[src/rtl/int_to_float_converter.sv]
// Iterative 32-bit signed/unsigned integer to IEEE-754 single converter (FCVT.S.W / FCVT.S.WU).
// Valid/ready on both sides, one operand in flight, round-to-nearest-even.
module int_to_float_converter #(
  parameter bit FAST_NORM = 1'b0
) (
  input  logic        CLK,
  input  logic        RESET,
  input  logic        in_valid,
  output logic        in_ready,
  input  logic [31:0] int_operand,
  input  logic        is_signed,
  output logic        out_valid,
  input  logic        out_ready,
  output logic [31:0] float_result,
  output logic        inexact
);

  // state | meaning
  // IDLE  | waiting for an operand, in_ready=1
  // NORM  | shifting magnitude left until bit 31 is set (zero operand exits to DONE)
  // ROUND | round-to-nearest-even on the normalised magnitude, register result
  // DONE  | result presented, waiting for out_ready
  typedef enum logic [1:0] {IDLE, NORM, ROUND, DONE} state_t;

  state_t      state;
  logic        sign;
  logic [31:0] mag;
  logic [5:0]  lz;

  logic        op_sign;
  logic [31:0] op_mag;
  logic [22:0] mant;
  logic        guard;
  logic        sticky;
  logic        round_up;
  logic [23:0] mant_inc;
  logic [7:0]  exp_base;
  logic [7:0]  exp_rnd;

  always_comb begin
    op_sign  = is_signed & int_operand[31];
    op_mag   = op_sign ? (~int_operand + 32'd1) : int_operand;
    mant     = mag[30:8];
    guard    = mag[7];
    sticky   = |mag[6:0];
    round_up = guard & (sticky | mant[0]);
    mant_inc = {1'b0, mant} + {23'd0, round_up};
    exp_base = 8'd158 - {2'b00, lz};
    // a carry out of the mantissa leaves mant_inc[22:0] at zero and bumps the exponent
    exp_rnd  = exp_base + {7'd0, mant_inc[23]};
  end

  always_ff @(posedge CLK) begin
    if (RESET) begin
      state        <= IDLE;
      sign         <= 1'b0;
      mag          <= 32'd0;
      lz           <= 6'd0;
      in_ready     <= 1'b1;
      out_valid    <= 1'b0;
      float_result <= 32'd0;
      inexact      <= 1'b0;
    end else begin
      case (state)
        IDLE: begin
          if (in_valid) begin
            sign     <= op_sign;
            mag      <= op_mag;
            lz       <= 6'd0;
            in_ready <= 1'b0;
            state    <= NORM;
          end
        end
        NORM: begin
          // zero takes one registered step so its result appears one cycle after accept
          if (mag == 32'd0) begin
            float_result <= 32'd0;
            inexact      <= 1'b0;
            out_valid    <= 1'b1;
            state        <= DONE;
          end else if (mag[31]) begin
            state <= ROUND;
          end else if (FAST_NORM && (mag[31:24] == 8'd0)) begin
            mag <= {mag[23:0], 8'd0};
            lz  <= lz + 6'd8;
          end else begin
            mag <= {mag[30:0], 1'b0};
            lz  <= lz + 6'd1;
          end
        end
        ROUND: begin
          float_result <= {sign, exp_rnd, mant_inc[22:0]};
          inexact      <= guard | sticky;
          out_valid    <= 1'b1;
          state        <= DONE;
        end
        DONE: begin
          if (out_ready) begin
            out_valid <= 1'b0;
            in_ready  <= 1'b1;
            state     <= IDLE;
          end
        end
        default: begin
          out_valid <= 1'b0;
          in_ready  <= 1'b1;
          state     <= IDLE;
        end
      endcase
    end
  end

endmodule

[config.mk]
export PLATFORM = sky130hd
export DESIGN_NAME = int_to_float_converter
export DESIGN_NICKNAME = d
export VERILOG_FILES = /design/src/rtl/int_to_float_converter.sv
export SDC_FILE = /design/constraint.sdc
export NUM_CORES = 1
export LEC_CHECK = 0
export CAP_MARGIN = 30
export CORE_MARGIN = 2
export CORE_UTILIZATION = 30
export CTS_CLUSTER_DIAMETER = 60
export DETAILED_ROUTE_END_ITERATION = 12
export PLACE_DENSITY_LB_ADDON = 0.12
export SYNTH_ARGS = -nofsm -noshare
export SYNTH_HDL_FRONTEND = slang
export SYNTH_SLANG_ARGS = --single-unit
[constraint.sdc]
create_clock -name CLK -period 3.2 [get_ports CLK]
set_input_delay 0.96 -clock CLK [delete_from_list [all_inputs] [get_ports CLK]]
set_output_delay 0.96 -clock CLK [all_outputs]
set_load 0.1 [all_outputs]
# --- Word level (Yosys, flattened, before mapping) ---
# Index checks and enable logic that the tools add are counted.
word_totals:
  out_inout_bits: 35
  input_bits: 37
  regBits: 76
  word_cells: 66
classes:
  n_bitwise: 5
  reduce_logical: 14
  add_sub_neg: 5
  n_mux: 24
  n_eq_ne: 9
ops:
  columns: ["operator", "n"]
  rows:
  - ["$mux W32", 5]
  - ["$pmux W32 S2", 2]
  - ["$add A32 B1 Y32 const B", 1]
  - ["$logic_not A32 Y1", 1]
  - ["$not A32 Y32", 1]
  - ["$add A23 B1 Y24", 1]
  - ["$mux W6", 3]
  - ["$pmux W6 S2", 1]
  - ["$reduce_and A3 Y1", 4]
  - ["$ne A2 B2 Y1 const B", 5]
  - ["$add A8 B1 Y8", 1]
  - ["$mux W2", 4]
  - ["$pmux W2 S4", 1]
  - ["$sub A8 B6 Y8 const A", 1]
  - ["$reduce_or A7 Y1", 1]
  - ["$add A6 B1 Y6 const B", 1]
  - ["$reduce_bool A2 Y1", 3]
  - ["$mux W1", 5]
  - ["$eq A2 B2 Y1 const B", 2]
  - ["$pmux W1 S2", 2]
  - ["$reduce_and A2 Y1", 2]
  - ["$reduce_and A4 Y1", 1]
  - ["$ne A3 B3 Y1 const B", 1]
  - ["$pmux W1 S3", 1]
  - ["5 further kinds", 7]

# --- Logic depth before layout (Yosys ltp) ---
logic_depth:
  depth_word: 6
  depth_mapped: 12
  ltp_nobuf: 9

# --- Least setup slack after synthesis ---
# No wires, ideal clock.
synth_path:
  path_kind: "in2reg"
  from: "input int_operand[26]"
  to: "register mag[31]"
  required_time_ps: 3127
  setup_time_ps: 73
  t_arrival_ps: 2541
  setup_slack_ps: 586
  path_buffers: 1
  path_stages: 6
  path_cell_list: "or4_1 -> buf_2 -> or4_4 -> o32ai_2 -> nor3_1 -> nor3_2"
synth_via:
  elab_chain_cells: 5
synth_rtl:
  columns: ["element", "line_no", "text"]
  rows:
  - ["start: declaration", "10", "input logic [31:0] int_operand,"]
  - ["$not A32 Y32", "42", "op_mag = op_sign ? (~int_operand + 32'd1) : int_operand;"]
  - ["$add A32 B1 Y32", "42", null]
  - ["$mux W32", "42", null]
  - ["$mux W32", "66", "if (in_valid) begin"]
  - ["$pmux W32 S2", "64", "case (state)"]
  - ["end signal: assignment", "68", "mag <= op_mag;"]
  - ["end signal: assignment", "84", "mag <= {mag[23:0], 8'd0};"]
  - ["end signal: assignment", "87", "mag <= {mag[30:0], 1'b0};"]
  - ["end: declaration", "27", "logic [31:0] mag;"]
# No other way between the ends. The select of a mux whose other input is x is not followed.
# A chain may end at the register's enable or synchronous reset.

# --- Final worst setup path ---
layout_path:
  from: "input int_operand[0]"
  to: "register mag[18]"
# The elaborated chain is that of the path after synthesis.

==> flow_metrics.py <==
metrics = {
    "status": {
        "status": "finished clean",
    },
    "finish": {
        "diodes": 0,
        "final_cells": 917,
        "syn_to_final_growth_pct": 25.9,
        "mostFrequentLayoutCell": "dfxtp_1",
        "nNetsFinal": 742,
        "drive_above_1_share": 0.150,
        "mostFrequentLayoutCells": "dfxtp_1 (76), buf_4 (75), a21oi_1 (66)",
    },
    "synth": {
        "ys_ff_latch": 76,
        "netlist_area_mm2": 0.00487,
        "synth_compound_area_frac": 0.255,
        "ys_warn_count": 0,
        "synthAdderAreaFrac": 0.0231,
        "synth_top_area_share": 0.312,
        "synthSimpleGateAreaFrac": 0.269,
        "synth_seq_area_share": 0.312,
        "muxShareOfSynthArea": 0.0164,
        "synth_top_family_by_area": "simple AND/OR/NAND/NOR gates",
        "synth_edf_count": 0,
        "netlist-cell-type-count": 68,
        "yosys.area.top_type": "dfxtp_1",
        "synth.avg_cell_area_um2": 7.78,
        "async_flop_share": 0,
        "synth_cells": 626,
        "synth-xor-area-share": 0.0576,
        "synth_area_leaders": "dfxtp_1 (31%), a21oi_1 (6.8%), nand2_1 (5.0%), nand3_1 (4.7%), xnor2_1 (3.8%)",
        "synth_ff_type": "dfxtp_1",
        "syn_nets": 672,
    },
    "critical_path": {
        "crit_chain": "clkdlybuf4s50_1 -> inv_1 -> ha_1 -> nor4b_1 -> buf_4 -> and3_1 -> a2111oi_0 -> a21oi_1 -> a21oi_1",
        "worstPathArrival_ns": 3.07,
        "r2r_start": "mag[8]$_SDFFE_PP0P_",
        "worstSetupStartpointType": "input port",
        "critPathCaptureType": "flip-flop",
        "cp_common_cell": "a21oi_1",
        "crit_path_max_fanout": 7,
        "cp_slowest_stage_delay_ns": 0.57,
        "cp.required_ns": 3.48,
        "worstSetupStartpoint": "int_operand[0]",
        "crit_slowest_cell": "a2111oi_0",
        "path_buf_inv": 3,
        "critical_path_class": "in2reg",
        "cp_top_family": "compound AO/OA/AOI/OAI gates",
    },
    "floorplan": {
        "ios": 72,
        "die_h_um": 131,
        "die-area_mm2": 0.0173,
        "start_util": 0.307,
        "design.core.area_mm2": 0.0159,
        "rows": 46,
        "die_x_um": 131,
    },
    "detailed_routing": {
        "wirelength_um": 15900,
        "wl_per_cell_um": 17.3,
        "drcViolationCount": 0,
        "detail-route-antenna-nets": 0,
        "avgViaCountPerCell": 5.48,
        "drt_iter0_drc": 405,
        "vias": 5024,
        "drtPass1Iterations": 5,
    },
    "clock_tree": {
        "cts_made_buffers": 9,
        "cts_resized": 0,
        "clk_latency_ns": 0.35,
        "clk_path_buf_depth": 2,
        "ctsHoldBuffers": 0,
        "htree_levels": 3,
        "post-cts-setup-buffers": 0,
        "cts_sinks": 76,
        "cts_root_buf": "clkbuf_16",
        "path_clk_slew_ns": 0.06,
        "cts_tree": "yes",
    },
    "worst_hold_path": {
        "hold_class": "reg2reg",
        "hp-start": "float_result[23]$_SDFFE_PP0P_",
    },
    "timing": {
        "tns_ns": 0,
        "post-route-period-util": 0.871,
        "fin_worst_skew_ns": 0.00571,
        "slew_violations": 0,
        "fmax_mhz": 359,
        "setup_viol_count_final": 0,
        "fin_crit_ns": 2.79,
        "layout_setup_ws_ns": 0.413,
        "max_slew_margin": 0.570,
        "rsz0062_at_grt": "false",
        "tightest_slew_ns": 0.645,
        "hold_violations": 0,
    },
    "global_route": {
        "grt_pass1_wl_um": 25300,
        "grt_max_degree": 57,
        "gr-usage-all-layers": 0.183,
        "grt_overflow_total": 0,
        "grt_pass1_vias": 4499,
        "antenna_found_initial": 0,
    },
    "power": {
        "p_leak_nw": 2.15,
        "pwr_density_cell_mw_per_mm2": 731,
        "ir_drop_mv": 0.350,
    },
    "placement": {
        "pre_cts_slack_ns": 0.0803,
        "dp_hpwl_um": 11600,
        "placed_cells": 901,
        "gp_congestion": 0.843,
        "io_buffers": 71,
    },
    "flow_run": {
        "cap_violations": 0,
    },
}
-- path summary, 6_finish.rpt --
check                                                     end  depth (start not counted)  slack, ns
worst min register to register  float_result[23]$_SDFFE_PP0P_                          2       0.45
worst max-delay path                     mag[18]$_SDFFE_PP0P_                          9       0.41
worst min-delay path            float_result[23]$_SDFFE_PP0P_                          2       0.45
worst max register to register  float_result[27]$_SDFFE_PP0P_                          9       0.86
-- per-stage QoR --
step / utilization / hold slack, ns / total power [W] / cell area (um2)
finish: 0.386 / 0.449 / 0.00448 / 6130
global route: 0.386 / 0.463 / 0.00476 / 6130
CTS: 0.386 / 0.452 / 0.00450 / 6130
detailed placement: 0.369 / 0.445 / 0.00353 / 5860
global placement: 0.369 / 0.444 / 0.00352 / 5860
floorplan: - / 0.446 / 0.00277 / 4870
-- cell type report --
type | instances | area, um2
fill | 1696 | 9760
multi-input combinational | 480 | 3030
sequential | 76 | 1520
timing repair buffer | 114 | 978
tap | 216 | 270
clock buffer | 10 | 229
inverter | 15 | 56.3
clock inverter | 6 | 41.3
-- logic make-up after synthesis --
logic type               Yosys count
flip-flops                        76
buffers and inverters             70
adder cells (fa/ha/maj)            9
AND/OR/NAND/NOR                  248
XOR/XNOR                          32
AO/OA/AOI/OAI                    183
multiplexers                       8
-- flip-flops by register name, summed over array words and instances, names as in the netlist --
name,flops
inexact,1
lz,6
state,2
in_ready,1
sign,1
float_result,32
mag,32
out_valid,1
-- power breakdown --
group,leakage (nW),internal (W),total [W],switching [W]
clock network,0.124,0.000523,0.000945,0.000422
logic,1.41,0.000774,0.00212,0.00135
registers,0.618,0.00113,0.00141,0.000288
total,2.15,0.00242,0.00448,0.00206
-- cell usage after synthesis (10+ instances only) --
| cell | number |
|---|---|
| a32oi_1 | 12 |
| o21ai_0 | 19 |
| dfxtp_1 | 76 |
| a21oi_1 | 66 |
| nor4_1 | 15 |
| and2_1 | 13 |
| nor3_1 | 17 |
| nor2_1 | 21 |
| xor2_1 | 11 |
| clkbuf_1 | 41 |
| nand4_1 | 16 |
| or3_1 | 10 |
| nand2_1 | 65 |
| xnor2_1 | 21 |
| nand3_1 | 46 |
| inv_1 | 14 |
-- worst reg2reg max path, stage by stage (launching register included) --
cell and delay (ns):
dfxtp_1 0.45, and3_1 0.39, nand3_1 0.21, nor2_1 0.16
nand4_1 0.21, ha_1 0.30, a41o_1 0.26, nand2_1 0.07
nand3_1 0.08, a21oi_1 0.15
-- metal layers --
metal	vias to the layer above	GRT usage	part of all wire
li1	2485	-	-
met1	2356	0.266	0.51
met2	166	0.271	0.42
met3	17	0.0270	0.048
met4	0	0.0688	0.019
met5	-	0	0
(Power assumes the default switching activity.)
